File: src/rtl/apb5_completer_mem.sv
// APB5 completer memory model: word-addressed RAM with per-word user bits, programmable
// wait states, error responses and a one-cycle protocol-violation pulse.
//
// state    | meaning
// S_IDLE   | no transfer; waiting for a setup phase (PSEL & !PENABLE)
// S_ACCESS | transfer latched; counting wait states, then completing on PSEL&PENABLE&PREADY
module apb5_completer_mem #(
    parameter int ADDR_WIDTH      = 8,
    parameter int DATA_WIDTH      = 32,
    parameter int MEM_WORDS       = 16,
    parameter int PROT_CHECK      = 1,
    parameter int WAKEUP_SUPPORT  = 1,
    parameter int USER_REQ_WIDTH  = 4,
    parameter int USER_DATA_WIDTH = 4,
    parameter int USER_RESP_WIDTH = 4,
    parameter int MAX_WAIT        = 15,
    localparam int WW             = $clog2(MAX_WAIT + 1)
) (
    input  logic                       PCLK,
    input  logic                       PRESET,
    input  logic                       PWAKEUP,
    input  logic                       PSEL,
    input  logic                       PENABLE,
    input  logic [ADDR_WIDTH-1:0]      PADDR,
    input  logic                       PWRITE,
    input  logic [DATA_WIDTH-1:0]      PWDATA,
    input  logic [DATA_WIDTH/8-1:0]    PSTRB,
    input  logic [2:0]                 PPROT,
    input  logic [USER_REQ_WIDTH-1:0]  PAUSER,
    input  logic [USER_DATA_WIDTH-1:0] PWUSER,
    output logic                       PREADY,
    output logic [DATA_WIDTH-1:0]      PRDATA,
    output logic                       PSLVERR,
    output logic [USER_DATA_WIDTH-1:0] PRUSER,
    output logic [USER_RESP_WIDTH-1:0] PBUSER,
    input  logic [WW-1:0]              wait_cfg,
    output logic                       protocol_err
);

    localparam int NB  = DATA_WIDTH / 8;
    localparam int LSB = $clog2(NB);
    localparam logic [ADDR_WIDTH-1:0] LSB_MASK = ADDR_WIDTH'((1 << LSB) - 1);

    typedef enum logic {S_IDLE, S_ACCESS} state_t;

    state_t                     r_state;
    logic [ADDR_WIDTH-1:0]      r_addr;
    logic                       r_write;
    logic [DATA_WIDTH-1:0]      r_wdata;
    logic [NB-1:0]              r_strb;
    logic [2:0]                 r_prot;
    logic [USER_REQ_WIDTH-1:0]  r_auser;
    logic [USER_DATA_WIDTH-1:0] r_wuser;
    logic [WW-1:0]              r_cnt;

    logic                       r_pready;
    logic [DATA_WIDTH-1:0]      r_prdata;
    logic                       r_slverr;
    logic [USER_DATA_WIDTH-1:0] r_pruser;
    logic [USER_RESP_WIDTH-1:0] r_pbuser;
    logic                       r_perr;

    logic [DATA_WIDTH-1:0]      r_mem   [MEM_WORDS];
    logic [USER_DATA_WIDTH-1:0] r_muser [MEM_WORDS];

    logic                       w_idle;
    logic [ADDR_WIDTH-1:0]      w_addr_sel;
    logic                       w_write_sel;
    logic                       w_priv_sel;
    logic [USER_REQ_WIDTH-1:0]  w_auser_sel;
    logic [ADDR_WIDTH-1:0]      w_word;
    logic                       w_unaligned;
    logic                       w_oor;
    logic                       w_err;
    logic [DATA_WIDTH-1:0]      w_rdword;
    logic [USER_DATA_WIDTH-1:0] w_ruword;
    logic [WW-1:0]              w_wait;
    logic                       w_viol;
    logic [USER_RESP_WIDTH-1:0] w_buser;
    logic [DATA_WIDTH-1:0]      w_rdata_out;
    logic [USER_DATA_WIDTH-1:0] w_ruser_out;

    // With zero wait states the response is built in the setup cycle, so decode the live
    // bus in IDLE and the latched copy once in ACCESS.
    assign w_idle      = (r_state == S_IDLE);
    assign w_addr_sel  = w_idle ? PADDR    : r_addr;
    assign w_write_sel = w_idle ? PWRITE   : r_write;
    assign w_priv_sel  = w_idle ? PPROT[0] : r_prot[0];
    assign w_auser_sel = w_idle ? PAUSER   : r_auser;

    assign w_word      = w_addr_sel >> LSB;
    assign w_unaligned = |(w_addr_sel & LSB_MASK);
    assign w_oor       = 32'(w_word) >= 32'(MEM_WORDS);
    assign w_err       = w_unaligned || w_oor || ((PROT_CHECK != 0) && !w_priv_sel);
    assign w_buser     = USER_RESP_WIDTH'(w_auser_sel);

    always_comb begin
        w_rdword = '0;
        w_ruword = '0;
        for (int i = 0; i < MEM_WORDS; i++) begin
            if (w_word == ADDR_WIDTH'(i)) begin
                w_rdword = r_mem[i];
                w_ruword = r_muser[i];
            end
        end
    end

    assign w_rdata_out = (!w_write_sel && !w_err) ? w_rdword : '0;
    assign w_ruser_out = (!w_write_sel && !w_err) ? w_ruword : '0;

    assign w_wait = (32'(wait_cfg) > 32'(MAX_WAIT)) ? WW'(MAX_WAIT) : wait_cfg;

    assign w_viol = !PSEL || (PADDR != r_addr) || (PWRITE != r_write) ||
                    (PWDATA != r_wdata) || (PSTRB != r_strb) || (PPROT != r_prot);

    always_ff @(posedge PCLK) begin
        if (PRESET) begin
            r_state  <= S_IDLE;
            r_addr   <= '0;
            r_write  <= 1'b0;
            r_wdata  <= '0;
            r_strb   <= '0;
            r_prot   <= '0;
            r_auser  <= '0;
            r_wuser  <= '0;
            r_cnt    <= '0;
            r_pready <= 1'b0;
            r_prdata <= '0;
            r_slverr <= 1'b0;
            r_pruser <= '0;
            r_pbuser <= '0;
            r_perr   <= 1'b0;
            for (int i = 0; i < MEM_WORDS; i++) begin
                r_mem[i]   <= '0;
                r_muser[i] <= '0;
            end
        end else begin
            r_perr <= (WAKEUP_SUPPORT != 0) && PSEL && !PWAKEUP;
            case (r_state)
                S_IDLE: begin
                    r_pready <= 1'b0;
                    r_prdata <= '0;
                    r_slverr <= 1'b0;
                    r_pruser <= '0;
                    r_pbuser <= '0;
                    if (PSEL && !PENABLE) begin
                        r_addr  <= PADDR;
                        r_write <= PWRITE;
                        r_wdata <= PWDATA;
                        r_strb  <= PSTRB;
                        r_prot  <= PPROT;
                        r_auser <= PAUSER;
                        r_wuser <= PWUSER;
                        r_cnt   <= w_wait;
                        r_state <= S_ACCESS;
                        if (w_wait == '0) begin
                            r_pready <= 1'b1;
                            r_prdata <= w_rdata_out;
                            r_slverr <= w_err;
                            r_pruser <= w_ruser_out;
                            r_pbuser <= w_buser;
                        end
                    end else if (PENABLE) begin
                        r_perr <= 1'b1;
                    end
                end
                S_ACCESS: begin
                    if (w_viol) begin
                        // Requester broke the transfer: abandon it without committing.
                        r_perr   <= 1'b1;
                        r_state  <= S_IDLE;
                        r_pready <= 1'b0;
                        r_prdata <= '0;
                        r_slverr <= 1'b0;
                        r_pruser <= '0;
                        r_pbuser <= '0;
                    end else if (r_pready) begin
                        if (PENABLE) begin
                            if (r_write && !w_err) begin
                                for (int i = 0; i < MEM_WORDS; i++) begin
                                    if (w_word == ADDR_WIDTH'(i)) begin
                                        for (int b = 0; b < NB; b++) begin
                                            if (r_strb[b]) begin
                                                r_mem[i][8*b +: 8] <= r_wdata[8*b +: 8];
                                            end
                                        end
                                        if (|r_strb) begin
                                            r_muser[i] <= r_wuser;
                                        end
                                    end
                                end
                            end
                            r_state  <= S_IDLE;
                            r_pready <= 1'b0;
                            r_prdata <= '0;
                            r_slverr <= 1'b0;
                            r_pruser <= '0;
                            r_pbuser <= '0;
                        end
                    end else begin
                        r_cnt <= r_cnt - WW'(1);
                        if (r_cnt == WW'(1)) begin
                            r_pready <= 1'b1;
                            r_prdata <= w_rdata_out;
                            r_slverr <= w_err;
                            r_pruser <= w_ruser_out;
                            r_pbuser <= w_buser;
                        end
                    end
                end
                default: r_state <= S_IDLE;
            endcase
        end
    end

    assign PREADY       = r_pready;
    assign PRDATA       = r_prdata;
    assign PSLVERR      = r_slverr;
    assign PRUSER       = r_pruser;
    assign PBUSER       = r_pbuser;
    assign protocol_err = r_perr;

endmodule
File: config.mk
export PLATFORM = sky130hd
export DESIGN_NAME = apb5_completer_mem
export DESIGN_NICKNAME = d
export VERILOG_FILES = /design/src/rtl/apb5_completer_mem.sv
export SDC_FILE = /design/constraint.sdc
export NUM_CORES = 1
export LEC_CHECK = 0
export CAP_MARGIN = 10
export CORE_MARGIN = 2
export CORE_UTILIZATION = 45
export CTS_CLUSTER_SIZE = 40
export DETAILED_ROUTE_END_ITERATION = 8
export PLACE_DENSITY = 0.62
export SYNTH_ARGS = -nofsm -noshare
export SYNTH_HDL_FRONTEND = slang
export SYNTH_SLANG_ARGS = --single-unit
File: constraint.sdc
create_clock -name PCLK -period 4.5 [get_ports PCLK]
set_input_delay 0.45 -clock PCLK [delete_from_list [all_inputs] [get_ports PCLK]]
set_output_delay 0.45 -clock PCLK [all_outputs]
set_load 0.01 [all_outputs]
== Yosys cells after proc, flatten, opt, wreduce, memory -nomap -nowiden ==
Memory sizes are Yosys's and may differ from the RTL's.
Cells that the tools add are included.

* Memories kept: 2
* Bits of input ports: 65
* Register bits after elaboration: 104
* Bits in writable memories: 576

* Equality and inequality tests: 26
* Reductions and logical operators: 24
* Add/subtract/negate cells: 1
* Multiplexer cells: 811
* Bitwise gates (word level): 81
* Order comparisons: 1

{| class="wikitable"
|+ Memory list
! memory !! depth !! bits a word !! read ports !! clocked after memory_dff !! wr ports !! line !! text
|-
| r_mem || 16 || 32 || 16 || 0 || 16 || 63 || <nowiki>logic [DATA_WIDTH-1:0] r_mem [MEM_WORDS];</nowiki>
|-
| r_muser || 16 || 4 || 16 || 0 || 16 || 64 || <nowiki>logic [USER_DATA_WIDTH-1:0] r_muser [MEM_WORDS];</nowiki>
|}

{| class="wikitable"
|+ Operators with widths
! cell !! count
|-
| $mux 32 || 23
|-
| $mux 1 || 667
|-
| $mux 8 || 65
|-
| $mux 4 || 48
|-
| $or 1x1->1 || 80
|-
| $pmux 32 s2 || 1
|-
| $eq 6x4->1 const B || 8
|-
| $ne 32x32->1 || 1
|-
| $eq 6x3->1 const B || 4
|-
| $pmux 4 s2 || 3
|-
| $eq 6x2->1 const B || 2
|-
| $logic_not 8->1 || 1
|-
| $ne 8x8->1 || 1
|-
| $pmux 1 s2 || 4
|-
| $logic_or 1x1->1 || 7
|-
| $eq 6x1->1 const B || 1
|-
| $ge 6x5->1 const B || 1
|-
| $logic_not 1->1 || 6
|-
| $eq 4x1->1 const B || 1
|-
| $logic_and 1x1->1 || 4
|-
| $logic_not 4->1 || 1
|-
| $ne 2x2->1 const B || 2
|-
| $ne 4x1->1 const B || 1
|-
| $ne 4x3->1 const B || 1
|-
| 10 further kinds || 11
|}

== Depth between registers and ports, before layout ==
Gate-level depths: netlist (run 1).

* Word-level depth: 23
* Mapped depth: 12

== Worst setup path before layout (run 1) ==
Ideal clock, no wire load.

* Path kind: input -> register
* Start point: input port PADDR[4]
* End point: memory r_mem[4][16] (netlist: r_mem[0][144]) (enable)
* Data required time: 4,125 ps
* Cell stages on the path: 11
* Buffers on the path: 4
* Slack: 1,260 ps
* Library setup time: 375 ps
* Arrival time: 2,865 ps
* Cells stage by stage: buf_2 xor2_1 nor4_1 nand4_1 or4_1 buf_2 nor2_4 nand2_1 buf_2 buf_2 o21bai_1

{| class="wikitable"
|+ RTL lines
! what !! line !! text
|-
| start, declared || 24 || <nowiki>input logic [ADDR_WIDTH-1:0] PADDR,</nowiki>
|-
| end, declared || 63 ||
|}

== Final worst setup path (run 1) ==
* Start point: register r_state
* End point: register r_prdata[0] (netlist: PRDATA[0])

* Cells in the longest elaborated chain, start to end: 23
* Elaborated cells on any way between the ends: 54
* Classes of those cells: order compare: 1; eq/ne: 17; mux: 26; bitwise: 1; reduce/logical: 9

{| class="wikitable"
|+ Ends and longest elaborated chain
! what !! line !! text
|-
| start, declared || 46 || <nowiki>state_t r_state;</nowiki>
|-
| start signal, assigned || 118 || <nowiki>r_state <= S_IDLE;</nowiki>
|-
| start signal, assigned || 155 || <nowiki>r_state <= S_ACCESS;</nowiki>
|-
| start signal, assigned || 171 || <nowiki>r_state <= S_IDLE;</nowiki>
|-
| $mux 8 || 86 || <nowiki>assign w_addr_sel = w_idle ? PADDR : r_addr;</nowiki>
|-
| $logic_not 8->1 || 101 || <nowiki>if (w_word == ADDR_WIDTH'(i)) begin</nowiki>
|-
| $mux 32 (16 in series) || 101 ||
|-
| $mux 32 || 108 || <nowiki>assign w_rdata_out = (!w_write_sel && !w_err) ? w_rdword : '0;</nowiki>
|-
| $mux 32 || 202 || <nowiki>if (r_cnt == WW'(1)) begin</nowiki>
|-
| $mux 32 || 177 || <nowiki>end else if (r_pready) begin</nowiki>
|-
| $mux 32 || 168 || <nowiki>if (w_viol) begin</nowiki>
|-
| $pmux 32 s2 || 139 || <nowiki>case (r_state)</nowiki>
|-
| end signal, assigned || 158 || <nowiki>r_prdata <= w_rdata_out;</nowiki>
|-
| end signal, assigned || 204 || <nowiki>r_prdata <= w_rdata_out;</nowiki>
|-
| end, declared || 57 || <nowiki>logic [DATA_WIDTH-1:0] r_prdata;</nowiki>
|}

Several ways; a longest one is shown, not always the timed one. The select of a mux whose other input is x is not followed.
A chain may end at the register's enable or synchronous reset.

==> reports/results.tsv, run 1 <==
stage	metric	value	unit
drt	Total Wirelength	99990	um
timing	part of the cycle the worst path needs	0.8610	
drt	Post-route DRC	0	
hold_path	Hold Path Depth	3	
grt	GRT Total Usage	0.2943	
clocking	Bufs on Longest Clock Path	3	
drt	Avg WL per Cell	28.91	um
worst_setup_path	Crit path max-delay family	compound AO/OA/AOI/OAI gates	
synthesis	EDFF count, synth	576	
worst_setup_path	r2r endpoint	PRDATA[0]	
die	Boundary Pins	108	
worst_setup_path	crit path DAT	4360	ps
hold_path	hold crit path type	in -> reg	
worst_setup_path	critical path depth	10	
drt	DR vias	22530	
clocking	# hold bufs at CTS	0	
drt	DRT Pass-1 Iters	9	
synthesis	most frequent cell after synthesis	edfxtp_1	
worst_setup_path	CP Class	reg -> reg	
clocking	CTS buffer count	72	
synthesis	Yosys warnings	0	
worst_setup_path	CP max-delay cell	a2111oi_0	
synthesis	most instantiated cells after synthesis	edfxtp_1, nor3_1, nand2_1, clkbuf_1, nor2_1	
worst_setup_path	Worst setup startpoint	r_state	
timing	Setup Viol. Count Final	0	
flow_run	max-cap viol count	0	
synthesis	Synth area leaders	edfxtp_1, dfxtp_1, nor3_1, nand2_1, a22oi_1	
timing	Worst Setup Slack, final	625.5	ps
layout	ANT cells	0	
placed_design	Post-Place Setup Slack	334.2	ps
timing	max_slew headroom	0.2563	
pwr	Leakage Power	11.58	nW
die	Core ar.	64460	um^2
worst_setup_path	top fanout value on the critical path	21	
layout	final core utilization	0.5356	
clocking	H-tree levels	3	
worst_setup_path	CP Capture Point	PRDATA[0]	
worst_setup_path	CP endpoint kind	flop	
die	Die X	259.5	um
layout	share of cells above drive strength 1	0.1275	
worst_setup_path	Reg-to-Reg Start	r_state	
clocking	Clock Pin Slew Worst Setup and Hold Paths	60	ps
synthesis	Yosys reg bits	680	
placed_design	Placer Congestion	0.9220	
synthesis	top cell type by total area after synthesis	edfxtp_1	
worst_setup_path	Crit path required time	4990	ps
timing	final hold slack	399.3	ps
worst_setup_path	CP Cell Sequence	buf_4, or3_1, nand2_1, buf_4, a22oi_1, o21ai_0, a221o_1, a2111oi_0, buf_4, o41ai_1	
worst_setup_path	crit start category	flop	
synthesis	register area share after synthesis	0.6599	
die	die footprint	67320	um^2
layout	filler cell count	5453	
timing	fmax	258.1	MHz
grt	total grt overflow	0	
die	row count	93	
synthesis	Yosys top cell area share	0.5890	
grt	first-pass GRT wire length	145700	um
timing	fin crit period	3874	ps
timing	Max Clock Skew	28.70	ps
synthesis	Post-synth ARST share	0	
synthesis	Mapped Nets	2490	
clocking	root buffer selected by CTS	clkbuf_16	
placed_design	hpwl dp	66580	um
pwr	Pwr Density	419.4	nW/um^2
die	die height	259.5	um
worst_setup_path	number of cells on the worst reg-to-reg path	10	
grt	vias in the first global route	21260	
drt	First DRT Iteration DRCs	3715	
placed_design	placed cell area	32020	um^2
grt	largest net degree at the start of global routing	128	
timing	RSZ-0062 raised after global routing	false	
run_status	run status	completed	
synthesis	Post-Syn Area per Cell	12.12	um^2
worst_setup_path	most used cell, CP	buf_4	
grt	initial antenna violation count	1	
placed_design	PortBufs	107	
clocking	Clock Latency Late Sink	630	ps
timing	final slew viol count	0	
layout	nets	2612	
layout	Area growth, synth to finish	17.57	%
worst_setup_path	r2r setup slk	630	ps
synthesis	cells after synthesis	2423	
clocking	CTS tree	yes	
synthesis	Unique masters post-synth	78	
synthesis	Cell Area, Synth	29370	um^2
worst_setup_path	Worst path max stage delay	810	ps
timing	Hold Violations, Final	0	
clocking	post-CTS setup buffers	0	
worst_setup_path	CP Buf/Inv Count	3	
pwr	peak supply drop	0.2635	mV
die	starting density of the core	0.4556	
clocking	Resized cells post-CTS	0	
layout	final instance area	34530	um^2
timing	setup_tns	0	ps
synthesis	Top FF cell, synth	edfxtp_1	
drt	Via density	6.513	
drt	post-route ant nets	0	
clocking	Clock Sinks	680	
timing	Worst-Margin Slew	1116	ps
==> cells in the final DEF (no fill, tap or decap), types with 10 or more instances in the layout <==
cell type,n
clkbuf_16,76
edfxtp_1,576
o211ai_1,11
o21ai_0,38
o21bai_1,64
inv_1,46
o41ai_1,11
buf_12,15
o31ai_1,14
a2111oi_0,20
dfxtp_1,104
clkinv_1,10
clkdlybuf4s50_1,106
a22oi_1,97
nor3_1,303
o221ai_1,12
o22a_1,11
buf_4,161
a21o_1,19
o22ai_1,28
nand2b_1,43
a21oi_1,108
nand3_1,34
a222oi_1,24
a22o_1,33
xor2_1,44
a221oi_1,34
nand2_1,199
nor4_1,15
nor2_1,138
==> cells by family after synthesis <==
kind of cell / count (synthesis) / share of synthesized area
DFF: 680 / 0.6599
adders and majority gates: 2 / 0.0008520
AOI/OAI and AO/OA: 597 / 0.1504
xor gates and xnor gates: 44 / 0.01312
and+or+nand+nor: 811 / 0.1314
buffers and inverters: 281 / 0.04150
muxes: 8 / 0.002812
==> layer usage <==
| layer | up-vias | routed length [um] | GRT usage | share of wire |
|---|---|---|---|---|
| li1 | 9511 | - | - | - |
| met1 | 11190 | 39430 | 0.4292 | 0.39 |
| met2 | 1659 | 43890 | 0.4341 | 0.44 |
| met3 | 166 | 13340 | 0.06493 | 0.13 |
| met4 | 2 | 3327 | 0.1017 | 0.033 |
| met5 | - | 11 | 0 | 0.00011 |
==> worst reg2reg max path, delay by kind of cell (launching register included) <==
family	cells	cell delay [ps]
AOI/OAI and AO/OA	5	1580
buffers and inverters	3	910
and+or+nand+nor	2	770
DFF	1	490
==> power by group <==
group / switching, mW / internal, mW
Sequential: 0.143 / 7.11
Combinational: 0.598 / 0.300
Clock: 2.62 / 3.71
==> metrics by stage <==
step / instances / power (mW)
2_1_floorplan: 2423 / 7.763
3_3_place_gp: 3326 / 8.228
3_5_place_dp: 3326 / 8.245
4_1_cts: 3459 / 14.48
5_1_grt: 3459 / 14.81
6_report: 3459 / 14.48
==> layout make-up <==
type                            instances  area, um^2  area share
Tap cell                              855        1070     0.03098
Sequential cell                       680       19380      0.5612
Inverter                               46       172.7    0.005001
Clock buffer                           88        1997     0.05783
Timing Repair Buffer                  283        2581     0.07476
Clock inverter                         45       513.0     0.01486
Multi-Input combinational cell       1462        8816      0.2553
==> how the worst min path moves through the flow <==
stage | startpoint | to | slack, ps
floorplan | r_wuser[0] | r_wuser[0] | 430
global placement | r_auser[0] | r_auser[0] | 440
detailed placement | PRDATA[21] | PRDATA[21] | 440
CTS | PWUSER[1] | r_wuser[1] | 390
global route | PWUSER[1] | r_wuser[1] | 420
finish | PWUSER[1] | r_wuser[1] | 400
==> state kept, by name, summed over array words and instances (netlist names) <==
signal and count:
PRUSER 4, PRDATA 32, r_cnt 4, PSLVERR 1, r_auser 4, r_muser 64
PBUSER 4, r_write 1, r_wdata 32, r_wuser 4, PREADY 1, r_strb 4
r_prot 3, r_mem 512, r_state 1, r_addr 8, protocol_err 1
(Power assumes the default switching activity.)
==> run 2, diff against run 1 <==
CTS_BUF_LIST = sky130_fd_sc_hd__clkbuf_4   (was not set)
SLEW_MARGIN = 10   (was not set)
==> run 2 against run 1 <==
  * Sequential share of layout area shrank 0.44 points
  * Highest routed layer is now met4
  * Maximum frequency is 0.16% higher
  * Critical path depth unchanged
  * Final cell count grew 6.8%
  * Worst setup slack better by 6.1 ps
  * Sequential power barely moved
  * Via count up 3.6%
  * Routed wire length rose by 1.1%
  * Cell area up 0.79%
  * Hold slack lost 320 ps
  * Die area unchanged
  * Clock skew rose by 43 ps
==> reports/results.tsv, run 2 (synthesis results as in run 1) <==
stage	metric	value	unit	change
run_status	run status	completed		unchanged
grt	largest net degree at the start of global routing	128		unchanged
pwr	peak supply drop	0.2528	mV	was 0.2635 mV
layout	nets	2765		was 2612
grt	GRT Total Usage	0.3006		was 0.2943
placed_design	PortBufs	107		unchanged
die	Die X	259.5	um	unchanged
timing	setup_tns	0	ps	unchanged
layout	filler cell count	5574		was 5453
drt	DR vias	23340		was 22530
timing	Setup Viol. Count Final	0		unchanged
clocking	Clock Pin Slew Worst Setup and Hold Paths	70	ps	was 60 ps
drt	wire length on met2	44170	um	was 43890 um
layout	commonest non-fill, non-tap cell in the layout	edfxtp_1		unchanged
placed_design	hpwl dp	66580	um	unchanged
placed_design	placed cell area	32020	um^2	unchanged
die	row count	93		unchanged
timing	RSZ-0062 raised after global routing	false		unchanged
worst_setup_path	CP endpoint kind	flop		unchanged
clocking	Clock Sinks	680		unchanged
flow_run	max-cap viol count	0		unchanged
drt	post-route ant nets	0		unchanged
worst_setup_path	CP Class	reg -> reg		unchanged
drt	Avg WL per Cell	27.38	um	was 28.91 um
drt	met1 WL	39120	um	was 39430 um
clocking	Clock Latency Late Sink	1030	ps	was 630 ps
timing	Hold Violations, Final	0		unchanged
grt	total grt overflow	0		unchanged
clocking	Resized cells post-CTS	0		unchanged
grt	first-pass GRT wire length	148300	um	was 145700 um
pwr	Leakage Power	11.94	nW	was 11.58 nW
drt	First DRT Iteration DRCs	3677		was 3715
layout	Area growth, synth to finish	18.51	%	was 17.57%
layout	most frequent cells in the layout	edfxtp_1, nor3_1, clkbuf_4		was edfxtp_1, nor3_1, nand2_1
timing	part of the cycle the worst path needs	0.8596		was 0.8610
clocking	H-tree levels	4		was 3
timing	Worst-Margin Slew	1120	ps	was 1116 ps
worst_setup_path	crit path DAT	4700	ps	was 4360 ps
worst_setup_path	Crit path required time	5330	ps	was 4990 ps
die	starting density of the core	0.4556		unchanged
drt	DR top layer	met4		was met5
timing	final slew viol count	0		unchanged
worst_setup_path	top fanout value on the critical path	21		unchanged
pwr	Pwr Density	391.4	nW/um^2	was 419.4 nW/um^2
worst_setup_path	crit start category	flop		unchanged
grt	initial antenna violation count	2		was 1
layout	final instance area	34800	um^2	was 34530 um^2
drt	DRT Pass-1 Iters	9		unchanged
layout	share of cells above drive strength 1	0.1791		was 0.1275
layout	Top reg by flops	r_mem		unchanged
drt	Total Wirelength	101100	um	was 99990 um
clocking	Bufs on Longest Clock Path	3		unchanged
timing	fin crit period	3868	ps	was 3874 ps
timing	max_slew headroom	0.2532		was 0.2563
clocking	# hold bufs at CTS	50		was 0
hold_path	hold crit path type	in -> reg		unchanged
layout	Largest regs	r_mem (512), r_muser (64)		unchanged
placed_design	Placed Cells	3326		unchanged
layout	max reg flops	512		unchanged
placed_design	Placer Congestion	0.9220		unchanged
drt	Via density	6.320		was 6.513
timing	Max Clock Skew	71.33	ps	was 28.70 ps
die	Core ar.	64460	um^2	unchanged
die	die footprint	67320	um^2	unchanged
drt	Post-route DRC	0		unchanged
clocking	root buffer selected by CTS	clkbuf_4		was clkbuf_16
layout	Non-Filler Instances	3693		was 3459
die	Boundary Pins	108		unchanged
die	die height	259.5	um	unchanged
clocking	CTS tree	yes		unchanged
clocking	post-CTS setup buffers	0		unchanged
timing	fmax	258.5	MHz	was 258.1 MHz
clocking	CTS buffer count	175		was 72
drt	Met3 Wirelength	14420	um	was 13340 um
grt	vias in the first global route	22370		was 21260
-- run 2: changes by cell type in the layout (fill, tap and decap cells not counted), sizes merged --
cell / change
inv: -1
dlygate4sd3: +50
bufinv: -8
clkbuf: +185
diode: +1
clkinv: +8
clkinvlp: -1
-- run 2: worst paths after layout --
kind | from | to | slack (ps) | cells after the start
worst max-delay path | r_state | PRDATA[12] | 630 | 10
worst min-delay path | PWDATA[29] | r_wdata[29] | 80 | 3
worst max register to register | r_state | PRDATA[12] | 630 | 10
worst min register to register | PRDATA[7] | PRDATA[7] | 460 | 2
-- run 2: power breakdown --
part,switching [mW],internal [mW],total (mW)
logic,0.605,0.329,0.934
clock network,2.62,2.82,5.44
registers,0.142,7.11,7.25
-- run 2: critical path: stages, from the launching register on --
cell       delay [ps]
dfxtp_1           480
buf_4             280
nand3b_1          270
nand2_1           430
and3_1            460
buf_4             260
a221oi_1          270
nand3_1           110
a2111oi_0         790
buf_4             230
o31ai_1            70
-- run 2: through the flow --
step / util / power [mW] / hold WS, ps / worst slack (ps)
finish: 0.5399 / 13.62 / 81.80 / 631.6
global route: 0.5399 / 14.07 / 43.08 / 387.2
CTS: 0.5398 / 13.66 / 2.019 / 752.4
detailed placement: 0.4967 / 8.245 / 440.8 / 334.2
global placement: 0.4967 / 8.228 / 441.9 / 259.9
floorplan: - / 7.763 / 431.8 / 1260
-- run 2: routing by layer --
metal,track usage,vias to the layer above
li1,-,9942
met1,0.4264,11430
met2,0.4390,1769
met3,0.08660,198
met4,0.1098,0
met5,0,-
-- run 2: layout make-up --
cell class,instances,area (um^2),share of cell area
flip-flops and latches,680,19380,0.5568
well taps,855,1070,0.03074
inverters,46,172.7,0.004961
clock inverters,43,231.5,0.006651
repair buffers,333,3082,0.08855
diodes,1,2.502,0.00007190
clock buffers,273,2049,0.05889
multi-input cells,1462,8816,0.2533
